**config.mk**
```make
export PLATFORM = sky130hd
export DESIGN_NAME = smc_access_ctrl_flat
export DESIGN_NICKNAME = d
export VERILOG_FILES = /design/src/rtl/smc_pkg.sv /design/src/rtl/smc_access_ctrl_if.sv /design/src/rtl/smc_range_cmp.sv /design/src/rtl/smc_access_ctrl.sv /design/src/flat_wrapper.sv
export SDC_FILE = /design/constraint.sdc
export NUM_CORES = 1
export LEC_CHECK = 0
export CAP_MARGIN = 5
export CELL_PAD_IN_SITES_DETAIL_PLACEMENT = 1
export CELL_PAD_IN_SITES_GLOBAL_PLACEMENT = 1
export CORE_ASPECT_RATIO = 0.9
export CORE_UTILIZATION = 44
export DETAILED_ROUTE_END_ITERATION = 8
export PLACE_DENSITY = 0.89
export RECOVER_POWER = 100
export SYNTH_ARGS = -nofsm -noshare
export SYNTH_HDL_FRONTEND = slang
export SYNTH_HIERARCHICAL = 1
export SYNTH_SLANG_ARGS = --single-unit
```
**constraint.sdc**
```tcl
create_clock -name clk -period 7.8 [get_ports clk]
set_input_delay 1.56 -clock clk [delete_from_list [all_inputs] [get_ports clk]]
set_output_delay 1.56 -clock clk [all_outputs]
set_load 0.02 [all_outputs]
```
**src/rtl/smc_pkg.sv**
```systemverilog
// Shared types and default constants for the SMC access controller.
package smc_pkg;

    localparam int unsigned SMC_DEF_AW          = 32;
    localparam int unsigned SMC_DEF_ENC_TIMEOUT = 64;

    // Access FSM: accept in IDLE, range-check in CHECK, wait on engine in ENC, ack in DONE
    typedef enum logic [1:0] {
        ST_IDLE  = 2'd0,
        ST_CHECK = 2'd1,
        ST_ENC   = 2'd2,
        ST_DONE  = 2'd3
    } smc_state_t;

endpackage

```
**src/rtl/smc_access_ctrl_if.sv**
```systemverilog
// CPU data-access and encryption-engine handshake bundle.
interface smc_access_ctrl_if
    import smc_pkg::*;
#(
    parameter int unsigned AW = SMC_DEF_AW
);
    logic          mem_req;
    logic [AW-1:0] mem_addr;
    logic          mem_we;
    logic          mem_stall;
    logic          mem_ack;
    logic          mem_hit;
    logic          mem_err;
    logic          enc_req;
    logic [AW-1:0] enc_addr;
    logic          enc_we;
    logic          enc_ack;

    modport slave (
        input  mem_req, mem_addr, mem_we, enc_ack,
        output mem_stall, mem_ack, mem_hit, mem_err, enc_req, enc_addr, enc_we
    );

    modport master (
        output mem_req, mem_addr, mem_we, enc_ack,
        input  mem_stall, mem_ack, mem_hit, mem_err, enc_req, enc_addr, enc_we
    );

endinterface

```
**src/rtl/smc_range_cmp.sv**
```systemverilog
// Inclusive unsigned range compare: hit when enabled and low <= addr <= high.
module smc_range_cmp #(
    parameter int unsigned AW = 32
) (
    input  logic [AW-1:0] i_addr,
    input  logic [AW-1:0] i_low,
    input  logic [AW-1:0] i_high,
    input  logic          i_en,
    output logic          o_hit
);

    // Both bounds are inclusive
    always_comb begin
        o_hit = i_en && (i_addr >= i_low) && (i_addr <= i_high);
    end

endmodule

```
**src/rtl/smc_access_ctrl.sv**
```systemverilog
// SMC access controller: range-checks CPU data accesses against the current
// bounds and routes in-range accesses through the cache-line encryption engine.
module smc_access_ctrl
    import smc_pkg::*;
#(
    parameter int unsigned AW          = SMC_DEF_AW,
    parameter int unsigned ENC_TIMEOUT = SMC_DEF_ENC_TIMEOUT
) (
    input  logic          clk,
    input  logic          rst_n,
    input  logic          cfg_start,
    input  logic [AW-1:0] cfg_stack_top,
    input  logic [AW-1:0] cfg_heap_top,
    input  logic          cfg_clear,
    smc_access_ctrl_if.slave bus,
    output logic [AW-1:0] low_bound,
    output logic [AW-1:0] high_bound,
    output logic          smc_active,
    output logic          err_cfg
);

    localparam logic [7:0] LP_CNT_LAST = 8'(ENC_TIMEOUT - 1);

    smc_state_t    r_state;
    smc_state_t    w_state_nxt;

    logic [AW-1:0] r_low;
    logic [AW-1:0] r_high;
    logic          r_active;
    logic          r_err_cfg;
    logic          r_pend_start;
    logic          r_pend_clear;
    logic [AW-1:0] r_pend_heap;
    logic [AW-1:0] r_pend_stack;

    logic [AW-1:0] r_addr;
    logic          r_we;
    logic [7:0]    r_cnt;
    logic          r_hit;
    logic          r_err;

    logic          w_idle;
    logic          w_cfg_any;
    logic          w_do_clear;
    logic          w_do_start;
    logic [AW-1:0] w_st_heap;
    logic [AW-1:0] w_st_stack;
    logic          w_hit;
    logic          w_cnt_last;

    assign w_idle     = (r_state == ST_IDLE);
    assign w_cfg_any  = cfg_start | cfg_clear | r_pend_start | r_pend_clear;
    assign w_do_clear = cfg_clear | r_pend_clear;
    assign w_do_start = cfg_start | r_pend_start;
    // A live pulse carries the newest operands; otherwise use the ones captured earlier
    assign w_st_heap  = cfg_start ? cfg_heap_top  : r_pend_heap;
    assign w_st_stack = cfg_start ? cfg_stack_top : r_pend_stack;
    assign w_cnt_last = (r_cnt == LP_CNT_LAST);

    // Bounds only change in IDLE, so the compare sees stable bounds for an in-flight access
    smc_range_cmp #(
        .AW(AW)
    ) u_range_cmp (
        .i_addr (r_addr),
        .i_low  (r_low),
        .i_high (r_high),
        .i_en   (r_active),
        .o_hit  (w_hit)
    );

    // State register
    always_ff @(posedge clk or negedge rst_n) begin
        if (!rst_n) begin
            r_state <= ST_IDLE;
        end else begin
            r_state <= w_state_nxt;
        end
    end

    // Next-state logic; pending configuration holds off access acceptance for a cycle
    always_comb begin
        w_state_nxt = r_state;
        case (r_state)
            ST_IDLE:  if (!w_cfg_any && bus.mem_req) w_state_nxt = ST_CHECK;
            ST_CHECK: w_state_nxt = w_hit ? ST_ENC : ST_DONE;
            ST_ENC:   if (bus.enc_ack || w_cnt_last) w_state_nxt = ST_DONE;
            ST_DONE:  w_state_nxt = ST_IDLE;
            default:  w_state_nxt = ST_IDLE;
        endcase
    end

    // Output decode from state and registered access data
    always_comb begin
        bus.mem_stall = 1'b0;
        bus.mem_ack   = 1'b0;
        bus.mem_hit   = 1'b0;
        bus.mem_err   = 1'b0;
        bus.enc_req   = 1'b0;
        bus.enc_addr  = r_addr;
        bus.enc_we    = r_we;
        case (r_state)
            ST_IDLE:  bus.mem_stall = bus.mem_req;
            ST_CHECK: bus.mem_stall = 1'b1;
            ST_ENC: begin
                bus.mem_stall = 1'b1;
                bus.enc_req   = 1'b1;
            end
            ST_DONE: begin
                bus.mem_ack = 1'b1;
                bus.mem_hit = r_hit;
                bus.mem_err = r_err;
            end
            default: ;
        endcase
    end

    // Access datapath: capture request, record hit, run the engine timeout counter
    always_ff @(posedge clk or negedge rst_n) begin
        if (!rst_n) begin
            r_addr <= '0;
            r_we   <= 1'b0;
            r_cnt  <= '0;
            r_hit  <= 1'b0;
            r_err  <= 1'b0;
        end else begin
            case (r_state)
                ST_IDLE: begin
                    if (w_state_nxt == ST_CHECK) begin
                        r_addr <= bus.mem_addr;
                        r_we   <= bus.mem_we;
                    end
                end
                ST_CHECK: begin
                    r_hit <= w_hit;
                    r_err <= 1'b0;
                    r_cnt <= '0;
                end
                ST_ENC: begin
                    // An ack coinciding with expiry still counts as success
                    if (bus.enc_ack) begin
                        r_err <= 1'b0;
                    end else if (w_cnt_last) begin
                        r_err <= 1'b1;
                    end else begin
                        r_cnt <= r_cnt + 8'd1;
                    end
                end
                default: ;
            endcase
        end
    end

    // Configuration: apply in IDLE (clear beats start), otherwise park as pending
    always_ff @(posedge clk or negedge rst_n) begin
        if (!rst_n) begin
            r_low        <= '0;
            r_high       <= '0;
            r_active     <= 1'b0;
            r_err_cfg    <= 1'b0;
            r_pend_start <= 1'b0;
            r_pend_clear <= 1'b0;
            r_pend_heap  <= '0;
            r_pend_stack <= '0;
        end else if (w_idle) begin
            r_pend_start <= 1'b0;
            r_pend_clear <= 1'b0;
            r_err_cfg    <= 1'b0;
            if (w_do_clear) begin
                r_active <= 1'b0;
            end else if (w_do_start) begin
                if (w_st_heap <= w_st_stack) begin
                    r_low    <= w_st_heap;
                    r_high   <= w_st_stack;
                    r_active <= 1'b1;
                end else begin
                    r_err_cfg <= 1'b1;
                end
            end
        end else begin
            r_err_cfg <= 1'b0;
            if (cfg_start) begin
                r_pend_start <= 1'b1;
                r_pend_heap  <= cfg_heap_top;
                r_pend_stack <= cfg_stack_top;
            end
            if (cfg_clear) begin
                r_pend_clear <= 1'b1;
            end
        end
    end

    assign low_bound  = r_low;
    assign high_bound = r_high;
    assign smc_active = r_active;
    assign err_cfg    = r_err_cfg;

endmodule

```
**src/flat_wrapper.sv**
```systemverilog
// flat-port wrapper written by rule: the top's interface ports become plain ports
module smc_access_ctrl_flat import smc_pkg::*;
#(
    parameter int unsigned AW          = SMC_DEF_AW,
    parameter int unsigned ENC_TIMEOUT = SMC_DEF_ENC_TIMEOUT
)
  (clk, rst_n, cfg_start, cfg_stack_top, cfg_heap_top, cfg_clear, low_bound, high_bound, smc_active, err_cfg, bus_mem_req, bus_mem_addr, bus_mem_we, bus_enc_ack, bus_mem_stall, bus_mem_ack, bus_mem_hit, bus_mem_err, bus_enc_req, bus_enc_addr, bus_enc_we);
  smc_access_ctrl_if #(.AW(AW)) bus_i ();
  input  logic clk;
  input  logic rst_n;
  input  logic cfg_start;
  input  logic [AW-1:0] cfg_stack_top;
  input  logic [AW-1:0] cfg_heap_top;
  input  logic cfg_clear;
  output logic [AW-1:0] low_bound;
  output logic [AW-1:0] high_bound;
  output logic smc_active;
  output logic err_cfg;
  input wire logic [$bits(bus_i.mem_req)-1:0] bus_mem_req;
  input wire logic [$bits(bus_i.mem_addr)-1:0] bus_mem_addr;
  input wire logic [$bits(bus_i.mem_we)-1:0] bus_mem_we;
  input wire logic [$bits(bus_i.enc_ack)-1:0] bus_enc_ack;
  output wire logic [$bits(bus_i.mem_stall)-1:0] bus_mem_stall;
  output wire logic [$bits(bus_i.mem_ack)-1:0] bus_mem_ack;
  output wire logic [$bits(bus_i.mem_hit)-1:0] bus_mem_hit;
  output wire logic [$bits(bus_i.mem_err)-1:0] bus_mem_err;
  output wire logic [$bits(bus_i.enc_req)-1:0] bus_enc_req;
  output wire logic [$bits(bus_i.enc_addr)-1:0] bus_enc_addr;
  output wire logic [$bits(bus_i.enc_we)-1:0] bus_enc_we;
  assign bus_i.mem_req = bus_mem_req;
  assign bus_i.mem_addr = bus_mem_addr;
  assign bus_i.mem_we = bus_mem_we;
  assign bus_i.enc_ack = bus_enc_ack;
  assign bus_mem_stall = bus_i.mem_stall;
  assign bus_mem_ack = bus_i.mem_ack;
  assign bus_mem_hit = bus_i.mem_hit;
  assign bus_mem_err = bus_i.mem_err;
  assign bus_enc_req = bus_i.enc_req;
  assign bus_enc_addr = bus_i.enc_addr;
  assign bus_enc_we = bus_i.enc_we;
  smc_access_ctrl #(.AW(AW), .ENC_TIMEOUT(ENC_TIMEOUT)) u_core (.clk(clk), .rst_n(rst_n), .cfg_start(cfg_start), .cfg_stack_top(cfg_stack_top), .cfg_heap_top(cfg_heap_top), .cfg_clear(cfg_clear), .bus(bus_i), .low_bound(low_bound), .high_bound(high_bound), .smc_active(smc_active), .err_cfg(err_cfg));
endmodule
```
# --- After elaboration in Yosys (flattened, before gate mapping) ---
# Cells that the tools add are included.
word_totals:
  register_bits: 177
  output_inout_bits: 104
op_classes:
  n_mux: 28
  n_bitwise: 6
  addsub: 1
  magnitude_cmp: 3
  n_eq_ne: 8
  n_reduce_logical: 17
ops:
  columns: ["operator", "count"]
  rows:
  - ["$le A32 B32 Y1", 2]
  - ["$mux W32", 2]
  - ["$ge A32 B32 Y1", 1]
  - ["$mux W1", 18]
  - ["$mux W8", 2]
  - ["$pmux W8 S2", 1]
  - ["$reduce_bool A2 Y1", 5]
  - ["$add A8 B1 Y8 const B", 1]
  - ["$eq A8 B6 Y1 const B", 1]
  - ["$pmux W2 S4", 1]
  - ["$reduce_and A3 Y1", 2]
  - ["$or A1 B1 Y1", 5]
  - ["$eq A2 B1 Y1 const B", 2]
  - ["$eq A2 B2 Y1 const B", 2]
  - ["$mux W2", 2]
  - ["$ne A2 B2 Y1 const B", 2]
  - ["$pmux W1 S2", 2]
  - ["$reduce_and A2 Y1", 2]
  - ["$reduce_and A4 Y1", 1]
  - ["$logic_and A1 B1 Y1", 3]
  - ["$ne A3 B2 Y1 const B", 1]
  - ["$logic_not A2 Y1", 1]
  - ["$reduce_or A2 Y1", 1]
  - ["$logic_not A1 Y1", 1]
  - ["2 further kinds", 2]

# --- Logic depth before layout (Yosys ltp) ---
depth:
  depth_word: 9
  ltp_mapped: 12

# --- Hierarchy ---
# The synthesis kept the hierarchy.
by_module_without_submodules:
  columns: ["module", "n_inst", "seq_area_each_um2", "area_per_inst_um2", "cells_each"]
  rows:
  - ["smc_access_ctrl", 1, 4429.2, 8315.5, 603]
  - ["smc_range_cmp", 1, 0.0, 1604.0, 223]

# --- Least setup slack after synthesis ---
# No wires, ideal clock.
synth_timing:
  path_kind: "input to register"
  from: "input port cfg_start"
  to: "register u_core.r_high[11], in the netlist u_core/high_bound[11]"
  setup_slack_ps: 2841
  stages: 11
  t_arrival_ps: 4834
  cell_sequence: "clkbuf_1 > clkbuf_1 > mux2_2 > ha_1 > nor2b_1 > o211ai_1 > a2111oi_0 > or4_4 > a211oi_4 > buf_6 > mux2_2"
synth_between:
  elab_chain_cells: 3
  elab_cells_between_ends: 5
  classes_between: "order compare: 1; mux: 2; bitwise: 1; reduce/logical: 1"
synth_lines:
  columns: ["item", "line", "text"]
  rows:
  - ["from (decl)", "flat_wrapper.sv:11", "input logic cfg_start;"]
  - ["$mux W32", null, null]
  - ["net u_core.w_st_heap[1]", "smc_access_ctrl.sv:46", "logic [AW-1:0] w_st_heap;"]
  - ["$le A32 B32 Y1", "smc_access_ctrl.sv:171", "if (w_st_heap <= w_st_stack) begin"]
  - ["$reduce_and A4 Y1 (no source line)", null, null]
  - ["to (signal assigned)", "smc_access_ctrl.sv:173", "r_high <= w_st_stack;"]
  - ["to (decl)", "smc_access_ctrl.sv:28", "logic [AW-1:0] r_high;"]
# The timed path passes the listed nets, and every way through them passes these cells.
# A chain may end at the register's enable or synchronous reset.

# --- Final worst setup path ---
layout_timing:
  from: "input port cfg_start"
  to: "register u_core.r_low[5], in the netlist u_core/low_bound[5]"
layout_between:
  elab_chain_cells: 3
  elab_cells_between_ends: 5
  classes_between: "order compare: 1; mux: 2; bitwise: 1; reduce/logical: 1"
layout_lines:
  columns: ["item", "line", "text"]
  rows:
  - ["$mux W32", null, null]
  - ["net u_core.w_st_heap[29]", "smc_access_ctrl.sv:46", null]
  - ["$le A32 B32 Y1", "smc_access_ctrl.sv:171", null]
  - ["$reduce_and A4 Y1 (no source line)", null, null]
  - ["to (signal assigned)", "smc_access_ctrl.sv:172", "r_low <= w_st_heap;"]
  - ["to (decl)", "smc_access_ctrl.sv:27", "logic [AW-1:0] r_low;"]
# The timed path passes the listed nets, and every way through them passes these cells.

==> run summary <==
Status -> finished with violations
Failing checks -> max-capacitance violations, max-slew violations
Clk slew on worst S/H paths -> 0.07 ns
Die height -> 144.4 um
Area grow syn2layout -> 28.86%
Clock Skew -> 0.008542 ns
Top-area cell type share of the netlist area -> 44.65%
Leakage -> 5.809 nW
DR DRC count -> 0
Slew HR -> -127.3%
Routed wire length -> 28.22 mm
Buffers added on ports -> 206
PwrDens -> 423.5 mW/mm^2
Clock Sink Count -> 177
Core area -> 0.02189 mm^2
Worst Hold Depth -> 1
Mapped Cells -> 826
Vias per inst -> 5.401
Max-cap violation count -> 5
Die X -> 160.3 um
DR pass1 iterations -> 5
Share of synthesized registers carrying an async set or reset -> 100.0%
Setup CP Type -> input pin to flop
Num CTS Buffers -> 17
Power, Total -> 5.414 mW
Cell row count -> 51
Die footprint -> 0.02315 mm^2
Worst stage delay on the critical path -> 1.58 ns
Crit path max-delay cell type -> clkbuf_1
Initial antenna violation count -> 3
Setup crit end kind -> flop
GPL Wtd Cong -> 0.7899
Peak VDD IR -> 0.0002189 V
Iteration-0 DRC Markers -> 262
Last element of the critical path -> u_core/low_bound[5]
Final Setup Violations -> 0
Critical Path RT -> 8.11 ns
Max H-tree Level -> 4
Synth Flop Type -> dfrtp_1
Global-route wire length before repair -> 45.13 mm
Layout cell share with drive strength beyond 1 -> 24.54%
Syn_nets -> 1030
Worst slew pin tran -> 3.409 ns
RSZ-0062 raised after global routing -> false
WL/cell -> 21.14 um
Skew-Pair Late Insertion Delay -> 0.42 ns
Number of global-route vias before repair -> 8075
Final period util -> 79.53%
Fmax -> 161.2 MHz
Post-CTS sizing -> 0
Min cycle time layout -> 6.203 ns
Final Hold Vio Count -> 0
Max clock buf depth -> 2
Vias -> 7210
Final #Nets -> 1236
Synth unique cells -> 47
CTS Hold Bufs -> 0
Post-synth EDFFs -> 0
End of the worst register-to-register path -> u_core/bus.enc_addr[6]
Critical Path AT -> 6.51 ns
Startpoint Class -> input pin
Post-CTS Setup Bufs -> 0
CP Cell Sequence -> clkbuf_1, buf_4, mux2_2, ha_1, nand4_1, nor4_1, a22oi_1, a211oi_4, buf_4, mux2_2
RR Startpoint -> u_core/r_state[0]
CTS tree -> yes
Post-synth top area cell -> dfrtp_1
Critical Path Source -> cfg_start
Total gr overflow -> 0
Synthesized area -> 0.009920 mm^2
Sequential area share after synthesis -> 44.65%
Final Max Tran Viols -> 254
Setup_tns -> 0 ns
R2r worst-path depth -> 5
Initial Utilization -> 45.32%
Gr usage total -> 25.58%
Worst min path class -> flop to flop
Most frequent cells in the layout -> 215 x mux2_2, 177 x dfrtp_1, 105 x dlygate4sd3_1
CP max FO -> 39
Largest net degree at the start of global routing -> 76
Yosys reg bits -> 177
Most common cell after layout, fill and taps aside -> mux2_2
Root Buffer -> clkbuf_16
Antenna-violating nets left -> 0
DP HPWL -> 21.27 mm
IO Pins -> 207
Syn avg cell area -> 12.01 um^2
Synth top area cells -> dfrtp_1 45%, mux2_2 25%, ha_1 13%
R2R setup slack -> 1.69 ns
YS warnings -> 6
worst min-delay path by stage:
stage	from	endpoint	slack [ns]
after floorplan	u_core/r_pend_start	u_core/r_pend_start	0.46
after CTS	u_core/r_pend_stack[13]	u_core/r_pend_stack[13]	0.51
final	u_core/r_pend_heap[8]	u_core/r_pend_heap[8]	0.51
after global routing	u_core/r_pend_heap[22]	u_core/r_pend_heap[22]	0.52
after global placement	u_core/r_pend_stack[18]	u_core/r_pend_stack[18]	0.48
after detailed placement	u_core/r_pend_heap[6]	u_core/r_pend_heap[6]	0.49
through the flow:
step                      setup WS, ns  utilization (%)  cells  hold WS, ns  instance area (um^2)
after detailed placement         2.144            56.04   1304       0.4899                 12270
after global placement           2.160            56.04   1304       0.4822                 12270
final                            1.597            58.40   1335       0.5074                 12780
after global routing             1.203            58.39   1334       0.5157                 12780
after CTS                        2.580            58.52   1334       0.5079                 12810
after floorplan                  2.841                -    826       0.4583                  9920
worst max-delay path, delay by kind of cell:
kind / cells / cell delay [ns]
buffers and inverters: 3 / 2.65
AO/OA/AOI/OAI: 2 / 0.45
multiplexers: 2 / 0.84
adder cells (fa/ha/maj): 1 / 0.32
AND/OR/NAND/NOR: 2 / 0.62
registers in the layout (all words and copies together) (netlist names):
| register | count |
|---|---|
| u_core/bus.enc_addr | 32 |
| u_core/high_bound | 32 |
| u_core/low_bound | 32 |
| u_core/r_pend_heap | 32 |
| u_core/r_pend_stack | 32 |
| u_core/r_cnt | 8 |
| u_core/r_state | 2 |
| u_core/bus.enc_we | 1 |
| u_core/err_cfg | 1 |
| u_core/r_err | 1 |
| u_core/r_hit | 1 |
| u_core/r_pend_clear | 1 |
| u_core/r_pend_start | 1 |
| u_core/smc_active | 1 |
Yosys cell counts, types with 6 or more instances:
master    number
nor2_1        22
ha_1         101
nand4_1       17
nand3_1       13
buf_6          6
o21ai_0       17
nand2_1       20
a21oi_1       36
clkbuf_1      18
inv_1         99
a21o_1         9
nor2b_1        6
mux2_2       222
dfrtp_1      177
per-layer routing:
layer	global-route usage, %	vias up	wire length (um)	part of all wire, %
met1	31.10	3661	12120	43
li1	-	3342	-	-
met3	5.506	26	1341	4.8
met5	0	-	27	0.096
met2	46.36	177	14380	51
met4	5.965	4	354	1.3
cells by family after synthesis:
logic type / Yosys count / share of synthesized area [%]
compound gates: 89 / 5.815
buf+inv: 124 / 5.146
fa+ha+maj: 101 / 12.74
mux: 227 / 25.77
simple gates: 102 / 5.348
flops: 177 / 44.65
xor+xnor: 6 / 0.5298
final cells by class:
type | count | area, um^2
Antenna cell | 1 | 2.502
Timing Repair Buffer | 212 | 2092
Tap cell | 291 | 364.1
Sequential cell | 177 | 4429
Multi-Input combinational cell | 525 | 4980
Fill cell | 2287 | 9105
Clock buffer | 18 | 429.2
Inverter | 99 | 371.6
Clock inverter | 12 | 113.9
power breakdown:
part	internal (mW)	total, mW	switching (mW)
sequential	1.36	1.74	0.383
combinational	1.39	2.86	1.46
clock	0.438	0.813	0.375
Note: power is estimated with default switching activity, not from simulation.
